### src/rtl/ldw_pkg.sv
// ldw_pkg -- shared CPU pipeline constants and types.
//   DATA_W       : datapath width
//   REG_W        : register-file index width
//   CNT_W        : MEM-stage wait counter width
//   LDW_TIMEOUT  : default MEM-stage bus timeout, in BUSY cycles
//   mem_state_t  : MEM-stage bus FSM state encoding
package ldw_pkg;

    localparam int DATA_W      = 32;
    localparam int REG_W       = 5;
    localparam int CNT_W       = 4;
    localparam int LDW_TIMEOUT = 15;

    typedef enum logic {
        IDLE = 1'b0,
        BUSY = 1'b1
    } mem_state_t;

    // Word accesses only: the low two address bits must be zero.
    function automatic logic word_aligned(input logic [DATA_W-1:0] addr);
        return (addr[1:0] == 2'b00);
    endfunction

endpackage

### src/rtl/ldw_MWReg.sv
// ldw_MWReg -- MEM/WB pipeline register.
//   clk, clrn                         : clock, async active-low reset
//   ld                                : 1 = capture inputs, 0 = capture a bubble
//   wreg, m2reg, mo, alu, rn          : next-stage values from the MEM stage
//   wwreg, wm2reg, wmo, walu, wrn     : registered values toward WB
// The register updates every cycle; a stalled or faulted access becomes
// an all-zero bubble so WB never writes the register file for it.
module ldw_MWReg
    import ldw_pkg::*;
(
    input  logic              clk,
    input  logic              clrn,
    input  logic              ld,
    input  logic              wreg,
    input  logic              m2reg,
    input  logic [DATA_W-1:0] mo,
    input  logic [DATA_W-1:0] alu,
    input  logic [REG_W-1:0]  rn,
    output logic              wwreg,
    output logic              wm2reg,
    output logic [DATA_W-1:0] wmo,
    output logic [DATA_W-1:0] walu,
    output logic [REG_W-1:0]  wrn
);

    always_ff @(posedge clk or negedge clrn) begin
        if (!clrn) begin
            wwreg  <= 1'b0;
            wm2reg <= 1'b0;
            wmo    <= '0;
            walu   <= '0;
            wrn    <= '0;
        end else if (ld) begin
            wwreg  <= wreg;
            wm2reg <= m2reg;
            wmo    <= mo;
            walu   <= alu;
            wrn    <= rn;
        end else begin
            wwreg  <= 1'b0;
            wm2reg <= 1'b0;
            wmo    <= '0;
            walu   <= '0;
            wrn    <= '0;
        end
    end

endmodule

### src/rtl/ldw_mem_stage.sv
// ldw_mem_stage -- MEM pipeline stage with a handshaked data bus.
//   clk, clrn                       : clock, async active-low reset
//   mwreg, mm2reg, mwmem, malu,
//   mb, mrn                         : EX/MEM register contents
//   d_req, d_we, d_addr, d_wdata    : data-bus request (all zero when idle)
//   d_ack, d_rdata                  : data-bus completion and load data
//   mem_stall                       : freeze PC, IF/ID, ID/EX, EX/MEM
//   wwreg, wm2reg, wmo, walu, wrn   : MEM/WB register outputs
//   bus_err                         : one-cycle pulse on misalignment/timeout
// Parameter TIMEOUT: BUSY cycles allowed without d_ack (1..16).
module ldw_mem_stage
    import ldw_pkg::*;
#(
    parameter int TIMEOUT = LDW_TIMEOUT
) (
    input  logic              clk,
    input  logic              clrn,
    input  logic              mwreg,
    input  logic              mm2reg,
    input  logic              mwmem,
    input  logic [DATA_W-1:0] malu,
    input  logic [DATA_W-1:0] mb,
    input  logic [REG_W-1:0]  mrn,
    output logic              d_req,
    output logic              d_we,
    output logic [DATA_W-1:0] d_addr,
    output logic [DATA_W-1:0] d_wdata,
    input  logic              d_ack,
    input  logic [DATA_W-1:0] d_rdata,
    output logic              mem_stall,
    output logic              wwreg,
    output logic              wm2reg,
    output logic [DATA_W-1:0] wmo,
    output logic [DATA_W-1:0] walu,
    output logic [REG_W-1:0]  wrn,
    output logic              bus_err
);

    // The counter is cleared on entry to BUSY, so it reads k-1 during the
    // k-th BUSY cycle; the TIMEOUT-th BUSY cycle is the last one allowed.
    localparam logic [CNT_W-1:0] CNT_LAST = CNT_W'(TIMEOUT - 1);

    function automatic logic [CNT_W-1:0] sat_inc(input logic [CNT_W-1:0] v);
        return (v == {CNT_W{1'b1}}) ? v : v + 1'b1;
    endfunction

    mem_state_t       state;
    logic [CNT_W-1:0] wait_cnt;

    // Request captured in the IDLE cycle and replayed unchanged while BUSY.
    logic [DATA_W-1:0] addr_p0;
    logic [DATA_W-1:0] wdata_p0;
    logic              we_p0;

    logic mem_op, is_load, both_set, aligned;
    logic idle_req, idle_misal, busy_done, busy_tmo;
    logic req_c, mw_ld;
    logic              mw_wreg, mw_m2reg;
    logic [DATA_W-1:0] mw_mo;

    assign mem_op   = mm2reg | mwmem;
    assign both_set = mm2reg & mwmem;
    assign is_load  = mm2reg & ~mwmem;   // store wins when both are set
    assign aligned  = word_aligned(malu);

    assign idle_req   = (state == IDLE) & mem_op & aligned;
    assign idle_misal = (state == IDLE) & mem_op & ~aligned;
    assign busy_done  = (state == BUSY) & d_ack;   // ack beats timeout
    assign busy_tmo   = (state == BUSY) & ~d_ack & (wait_cnt == CNT_LAST);

    // Bus outputs are combinational so the request starts in the IDLE cycle;
    // gating with clrn keeps them quiet while reset is held.
    always_comb begin
        req_c     = clrn & (idle_req | ((state == BUSY) & ~busy_tmo));
        d_req     = req_c;
        d_we      = 1'b0;
        d_addr    = '0;
        d_wdata   = '0;
        if (req_c) begin
            if (state == IDLE) begin
                d_we    = mwmem;
                d_addr  = malu;
                d_wdata = mb;
            end else begin
                d_we    = we_p0;
                d_addr  = addr_p0;
                d_wdata = wdata_p0;
            end
        end
        mem_stall = clrn & (idle_req | ((state == BUSY) & ~d_ack & ~busy_tmo));
        bus_err   = clrn & (idle_misal | busy_tmo);
    end

    // MEM/WB load selection: pass the op through on a non-memory cycle or on
    // completion, otherwise insert a bubble.
    always_comb begin
        mw_ld    = ((state == IDLE) & ~mem_op) | busy_done;
        mw_wreg  = mwreg & ~both_set;
        mw_m2reg = mm2reg & ~both_set;
        mw_mo    = (busy_done & is_load) ? d_rdata : '0;
    end

    always_ff @(posedge clk or negedge clrn) begin
        if (!clrn) begin
            state    <= IDLE;
            wait_cnt <= '0;
        end else begin
            case (state)
                IDLE: begin
                    if (idle_req) begin
                        state    <= BUSY;
                        wait_cnt <= '0;
                    end
                end
                BUSY: begin
                    wait_cnt <= sat_inc(wait_cnt);
                    if (busy_done | busy_tmo)
                        state <= IDLE;
                end
                default: state <= IDLE;
            endcase
        end
    end

    // Request capture: data only, no reset needed.
    always_ff @(posedge clk) begin
        if (state == IDLE) begin
            addr_p0  <= malu;
            wdata_p0 <= mb;
            we_p0    <= mwmem;
        end
    end

    ldw_MWReg u_mwreg (
        .clk    (clk),
        .clrn   (clrn),
        .ld     (mw_ld),
        .wreg   (mw_wreg),
        .m2reg  (mw_m2reg),
        .mo     (mw_mo),
        .alu    (malu),
        .rn     (mrn),
        .wwreg  (wwreg),
        .wm2reg (wm2reg),
        .wmo    (wmo),
        .walu   (walu),
        .wrn    (wrn)
    );

endmodule

### config.mk
export PLATFORM = sky130hd
export DESIGN_NAME = ldw_mem_stage
export DESIGN_NICKNAME = d
export VERILOG_FILES = /design/src/rtl/ldw_pkg.sv /design/src/rtl/ldw_MWReg.sv /design/src/rtl/ldw_mem_stage.sv
export SDC_FILE = /design/constraint.sdc
export NUM_CORES = 1
export LEC_CHECK = 0
export CAP_MARGIN = 10
export CORE_UTILIZATION = 41
export DETAILED_ROUTE_END_ITERATION = 16
export PLACE_DENSITY = 0.8
export SLEW_MARGIN = 20
export SYNTH_ARGS = -nofsm -noshare
export SYNTH_HDL_FRONTEND = slang
export SYNTH_SLANG_ARGS = --single-unit
### constraint.sdc
create_clock -name clk -period 2.08 [get_ports clk]
set_input_delay 0.416 -clock clk [delete_from_list [all_inputs] [get_ports clk]]
set_output_delay 0.416 -clock clk [all_outputs]
set_load 0.02 [all_outputs]
==> results of run 1 <==
sequential cells by signal, summed over array words and instances, names as in the netlist:
signal,count
addr_p0,32
state,1
u_mwreg.walu,32
u_mwreg.wm2reg,1
u_mwreg.wmo,32
u_mwreg.wrn,5
u_mwreg.wwreg,1
wait_cnt,4
wdata_p0,32
we_p0,1
cells in the mapped netlist (all sizes together), types with 2 or more instances:
library cell	number	area, um^2
dfrtp	76	1902
and2	33	206.5
clkbuf	7	26.28
and3	2	12.51
nand3	4	20.02
o22ai	3	18.77
and4b	2	20.02
ha	2	25.02
nor2b	101	732.0
nand2	4	15.01
inv	7	26.28
mux2	64	720.7
dfxtp	65	1301
o21ai	2	10.01
nand2b	2	12.51
nor2	5	18.77
buf	15	106.4
cell families (layout without fill, tap and decap cells):
| logic type | Yosys count | after routing |
|---|---|---|
| fa+ha+maj | 2 | 2 |
| simple gates | 155 | 155 |
| xor+xnor | 1 | 1 |
| mux | 65 | 65 |
| buf+inv | 29 | 317 |
| flops | 141 | 141 |
| compound gates | 11 | 12 |
layout make-up:
type | instances | area [um^2]
multi-input cells | 235 | 2048
clock inverters | 6 | 57.56
clock buffers | 26 | 510.5
inverters | 7 | 26.28
well taps | 168 | 210.2
flip-flops and latches | 141 | 3207
fillers | 809 | 3362
repair buffers | 278 | 2840
power groups by stage:
stage | Sequential, mW | Combinational, mW | Clock (mW)
after detailed placement | 3.14 | 1.64 | 0
after floorplan | 3.21 | 0.737 | 0
final | 3.09 | 1.81 | 2.87
after global placement | 3.12 | 1.60 | 0
after CTS | 3.10 | 1.79 | 2.91
after global routing | 3.12 | 1.93 | 3.04
layer usage:
| metal | part of all wire [%] | vias up | routed length (um) | GRT usage (%) |
|---|---|---|---|---|
| li1 | - | 1857 | - | - |
| met1 | 38 | 1916 | 5587 | 23.73 |
| met2 | 52 | 179 | 7606 | 41.04 |
| met3 | 7.9 | 18 | 1155 | 7.696 |
| met4 | 1.8 | 0 | 265 | 8.139 |
| met5 | 0 | - | 0 | 0 |
critical path, stage by stage (launching register included):
cell      delay [ns]
dfrtp_4         0.48
o21bai_4        0.19
o32a_4          0.38
buf_12          0.15
buf_16          0.14
nor2b_4         0.11
buf_6           0.12
path summary, 6_finish.rpt:
kind | startpoint | to | slack [ns] | cells after the start
max | state | d_wdata[26] | -0.31 | 6
min reg2reg | addr_p0[11] | addr_p0[11] | 0.46 | 1
min | clrn | u_mwreg.walu[1] | 0.07 | 3
min in group clk | addr_p0[11] | addr_p0[11] | 0.46 | 1
max in group asynchronous | clrn | u_mwreg.walu[28] | 1.25 | 2
max reg2reg | state | u_mwreg.walu[13] | 0.17 | 5
per-stage QoR:
stage	cells	util, %	instance area (um^2)	hold slack, ns
floorplan	404	-	5253	0.1204
global placement	820	65.50	8031	0.4489
detailed placement	820	65.50	8031	0.4543
CTS	859	71.96	8823	0.05968
global route	861	72.58	8900	0.06634
finish	861	72.58	8900	0.07094
what timing repair did:
item / in CTS / in global routing
gates cloned: 3 / 1
pin swaps: 1 / 0
buffers inserted: 4 / 1
endpoints found under the setup margin: 106 / 102
gates resized for setup: 397 / 18
==> results.json, run 1 <==
{
  "fin_skew_ns": 0.007017,
  "synth_compound_area_share_pct": 1.477,
  "violations": "negative setup slack",
  "muxShareOfSynthArea_pct": 13.91,
  "grt_max_degree": 69,
  "avgViaCountPerCell": 4.611,
  "ys_ff_latch": 141,
  "nets": 789,
  "synth_cell_types": 29,
  "p_int_mw": 5.814,
  "initial_core_util_pct": 42.84,
  "cts-root-buf": "clkbuf_16",
  "clock_latency_ns": 0.41,
  "cts-hold-fix-buffers": 0,
  "totalWireLength_um": 14610,
  "drcViolationCount": 0,
  "drive_above_1_share_pct": 35.64,
  "core-area_um2": 12260,
  "slew_headroom_pct": 42.95,
  "seq_power_share_pct": 39.8,
  "synthXorXnorAreaFrac_pct": 0.1667,
  "fin_crit_ns": 2.394,
  "vias": 3970,
  "syn_nets": 513,
  "dr.first_iter.drc_count": 121,
  "fmax_ghz": 0.4177,
  "pre_cts_slack_ns": -0.8650,
  "dieArea_um2": 13270,
  "die_w_um": 115.2,
  "hold_path_class": "in -> async",
  "ys.flop_type": "dfrtp_1",
  "p_leak_nw": 3.900,
  "grt_pass1_vias": 4223,
  "slew_violations": 0,
  "grt_usage_pct": 22.39,
  "cap_viol_max_count": 0,
  "syn_avg_cell_area_um2": 13.00,
  "synth_top_family_by_area": "simple AND/OR/NAND/NOR gates",
  "synthAdderAreaFrac_pct": 0.4764,
  "antenna_cells": 0,
  "mostFrequentLayoutCell": "clkdlybuf4s50_1",
  "fin_crit_sh_pct": 115.1,
  "worstPathArrival_ns": 1.98,
  "powerDensity_nw_per_um2": 872.7,
  "post-dp-hpwl_um": 10100,
  "vdd_ir_drop_max_uv": 685.1,
  "final_hold_viol_count": 0,
  "crit_required_ns": 1.66,
  "overflow": 0,
  "ys.warnings.count": 0,
  "grt_pass1_wl_um": 21980,
  "globalplace.congestion": 0.7717,
  "setup_viol": 68,
  "synthArstFlopShare_pct": 53.90,
  "fp.dieH_um": 115.2,
  "swShare_pct": 25.14,
  "setup_tns_ns": -17.65,
  "htree_num_levels": 4,
  "synth_edf_count": 0,
  "ys_seq_area_share_pct": 60.98,
  "rsz0062_at_grt": "true",
  "clkTransAtPathRegs_ns": 0.06,
  "port_buffers": 245,
  "antenna_found_initial": 0,
  "drt_pass1_iterations": 4,
  "yosys.area_share.simple_pct": 19.96,
  "cts_sinks": 141,
  "worst_setup_path_end_kind": "primary output",
  "routedWlPerCell_um": 16.97,
  "ctsLongestPathBuffers": 2,
  "ioPinCount": 246,
  "placementRows": 40,
  "worst_pin_slew_ns": 0.8558,
  "final_cell_mix": "174 x clkdlybuf4s50_1, 75 x dfrtp_1, 65 x dfxtp_1, 64 x mux2_2, 58 x nor2b_1",
  "netlist_area_um2": 5253,
  "total_power_mw": 7.767,
  "postRouteAntennaNets": 0,
  "area_growth_pct": 69.44,
  "worstSetupPathType": "reg -> out",
  "p_sw_mw": 1.952,
  "cp_max_fo": 6,
  "crit_path_start_kind": "flip-flop",
  "status": "finished, violations left",
  "layout_setup_ws_ns": -0.3139,
  "cts_buffers": 17,
  "synthCells": 404,
  "comb_power_share_pct": 23.3,
  "cts_tree": "built",
  "p_clk_share_pct": 36.9
}
(Power assumes the default switching activity.)
==> run 2: changes to the inputs <==
Settings changed: CAP_MARGIN 10 to 5.
==> results of run 2 <==
Final layout, timing and power as in run 1 (identical DEF).
==> run 3: changes to the inputs <==
Settings changed: CAP_MARGIN 5 to unset, CELL_PAD_IN_SITES_DETAIL_PLACEMENT set to 1, CELL_PAD_IN_SITES_GLOBAL_PLACEMENT set to 2, CORE_MARGIN set to 2, CORE_UTILIZATION 41 to 25, PLACE_DENSITY 0.8 to unset, PLACE_DENSITY_LB_ADDON set to 0.1.
==> run 3 against run 2 <==
- clock skew shrank 0.0023 ns
- critical path depth grew 1
- via count grew 3.0%
- sequential power is essentially flat
- total power grew 11%
- maximum frequency shrank 5.4%
- the run still ends with negative setup slack left
- cell count grew 15%
- critical endpoint is now d_wdata[9]
- first-iteration DRC count shrank 52%
- worst hold slack lost 0.037 ns
- combinational power grew 22%
- global-route usage shrank 6.2 points
- flip-flop and latch count is the same
==> results.json, run 3 (synthesis results as in run 1) <==
{
  "status": "finished, violations left",
  "violations": "negative setup slack",
  "cts_sinks": 141,
  "fin_crit_sh_pct": 121.7,
  "cap_viol_max_count": 0,
  "multiInputGateArea_um2": 2265,
  "worstPathArrival_ns": 2.11,
  "vdd_ir_drop_max_uv": 570.0,
  "grt_usage_pct": 16.16,
  "dpl.cell_count": 931,
  "ioPinCount": 246,
  "fin_crit_ns": 2.531,
  "grt_max_degree": 51,
  "mostFrequentLayoutCell": "clkdlybuf4s50_1",
  "port_buffers": 245,
  "post-dp-hpwl_um": 11670,
  "total_power_mw": 8.637,
  "cp_max_fo": 7,
  "postRouteAntennaNets": 0,
  "p_sw_mw": 2.245,
  "routedWlPerCell_um": 18.08,
  "antenna_found_initial": 0,
  "dieArea_um2": 22190,
  "setup_viol": 68,
  "core-area_um2": 20820,
  "crit_chain": "o21bai_4 -> o32a_4 -> buf_12 -> buf_12 -> buf_16 -> nor2b_1 -> buf_4",
  "die_w_um": 149.0,
  "seq_area_um2": 3207,
  "hold_path_class": "in -> async",
  "final_hold_viol_count": 0,
  "totalWireLength_um": 17860,
  "seq_power_share_pct": 35.7,
  "crit_buf_inv": 4,
  "overflow": 0,
  "clock_latency_ns": 0.42,
  "initial_core_util_pct": 25.23,
  "final_cell_mix": "173 x clkdlybuf4s50_1, 75 x dfrtp_1, 65 x dfxtp_1, 60 x mux2_2, 60 x buf_6",
  "cp_common_cell": "buf_12",
  "area_growth_pct": 85.54,
  "placementRows": 53,
  "drive_above_1_share_pct": 40.53,
  "path_delay_family": "buffers and inverters",
  "htree_num_levels": 4,
  "antenna_cells": 0,
  "nets": 809,
  "layout_setup_ws_ns": -0.4505,
  "fp.dieH_um": 149.0,
  "cts_buffers": 17,
  "crit_slowest_cell": "dfrtp_4",
  "p_int_mw": 6.392,
  "slew_violations": 0,
  "cts_tree": "built",
  "fmax_ghz": 0.3952,
  "powerDensity_nw_per_um2": 886.2,
  "globalplace.congestion": 0.7651,
  "slowest_delay_ns": 0.47,
  "fin_skew_ns": 0.004750,
  "worst_pin_slew_ns": 0.6362,
  "dr.first_iter.drc_count": 58,
  "grt_pass1_vias": 4607,
  "crit_required_ns": 1.66,
  "pre_cts_slack_ns": -0.8986,
  "cts-root-buf": "clkbuf_16",
  "comb_power_share_pct": 25.5,
  "drcViolationCount": 0,
  "ctsLongestPathBuffers": 2,
  "drt_pass1_iterations": 3,
  "p_leak_nw": 4.283,
  "fillers": 2144,
  "finish.utilization_pct": 46.80,
  "crit_path_start_kind": "flip-flop",
  "worstSetupPathType": "reg -> out",
  "worst_setup_path_end_kind": "primary output",
  "finalNonFillerCells": 988,
  "p_clk_share_pct": 38.8,
  "rsz0062_at_grt": "true",
  "swShare_pct": 25.99,
  "slew_headroom_pct": 57.59,
  "r2r_slack_ns": 0.29,
  "grt_pass1_wl_um": 26770,
  "whs_ns": 0.03379,
  "vias": 4089,
  "avgViaCountPerCell": 4.139,
  "clkTransAtPathRegs_ns": 0.06
}
==> run 3: changes by cell type in the layout (fill, tap and decap cells not counted), moves of 5 or more <==
| cell | before | now |
|---|---|---|
| nor2b_4 | 12 | 47 |
| nor2b_2 | 31 | 12 |
| buf_6 | 42 | 60 |
| nor2b_1 | 58 | 42 |
| buf_4 | 46 | 40 |
| buf_12 | 6 | 11 |
| buf_16 | 2 | 7 |
| clkinv_4 | 0 | 5 |
==> run 3: per-layer routing <==
metal	vias to the layer above	wire length [um]	track usage, %
li1	1902	-	-
met1	2001	7413	19.25
met2	171	8811	27.26
met3	15	1424	6.116
met4	0	210	4.619
met5	-	0	0
==> run 3: per-stage QoR <==
stage	setup TNS (ns)	instance area [um^2]
floorplan	0	5253
global placement	-54.65	8205
detailed placement	-57.03	8205
CTS	-26.87	9459
global route	-28.83	9746
finish	-24.43	9746
==> run 3: cell type report <==
type	instances	share of cell area, %
Clock buffer	18	4.404
Inverter	7	0.2953
Timing Repair Buffer	299	33.39
Tap cell	275	3.531
Sequential cell	141	32.91
Multi-Input combinational cell	234	23.24
Clock inverter	14	2.234
==> run 3: path summary, 6_finish.rpt <==
kind	from	endpoint	cells after the start
worst max register to register	state	u_mwreg.walu[21]	7
worst min register to register	addr_p0[31]	addr_p0[31]	1
worst max-delay path	state	d_wdata[9]	7
max in group asynchronous	clrn	u_mwreg.walu[17]	3
min in group clk	addr_p0[31]	addr_p0[31]	1
worst min-delay path	clrn	u_mwreg.walu[30]	2
==> run 3: timing repair <==
action,in CTS,in global routing
buffers inserted,10,4
endpoints found under the hold margin,1,0
setup endpoints to repair,68,68
resized for setup,433,51
pin swaps,4,1
cloned,8,3
hold buffers,1,0
==> run 3: power groups by stage <==
stage          logic (mW)  clock network [mW]  registers [mW]
2_1_floorplan       0.737                   0            3.21
3_3_place_gp         1.68                   0            3.12
3_5_place_dp         1.71                   0            3.13
4_1_cts              2.08                3.45            3.09
5_1_grt              2.35                3.56            3.11
6_report             2.20                3.35            3.08
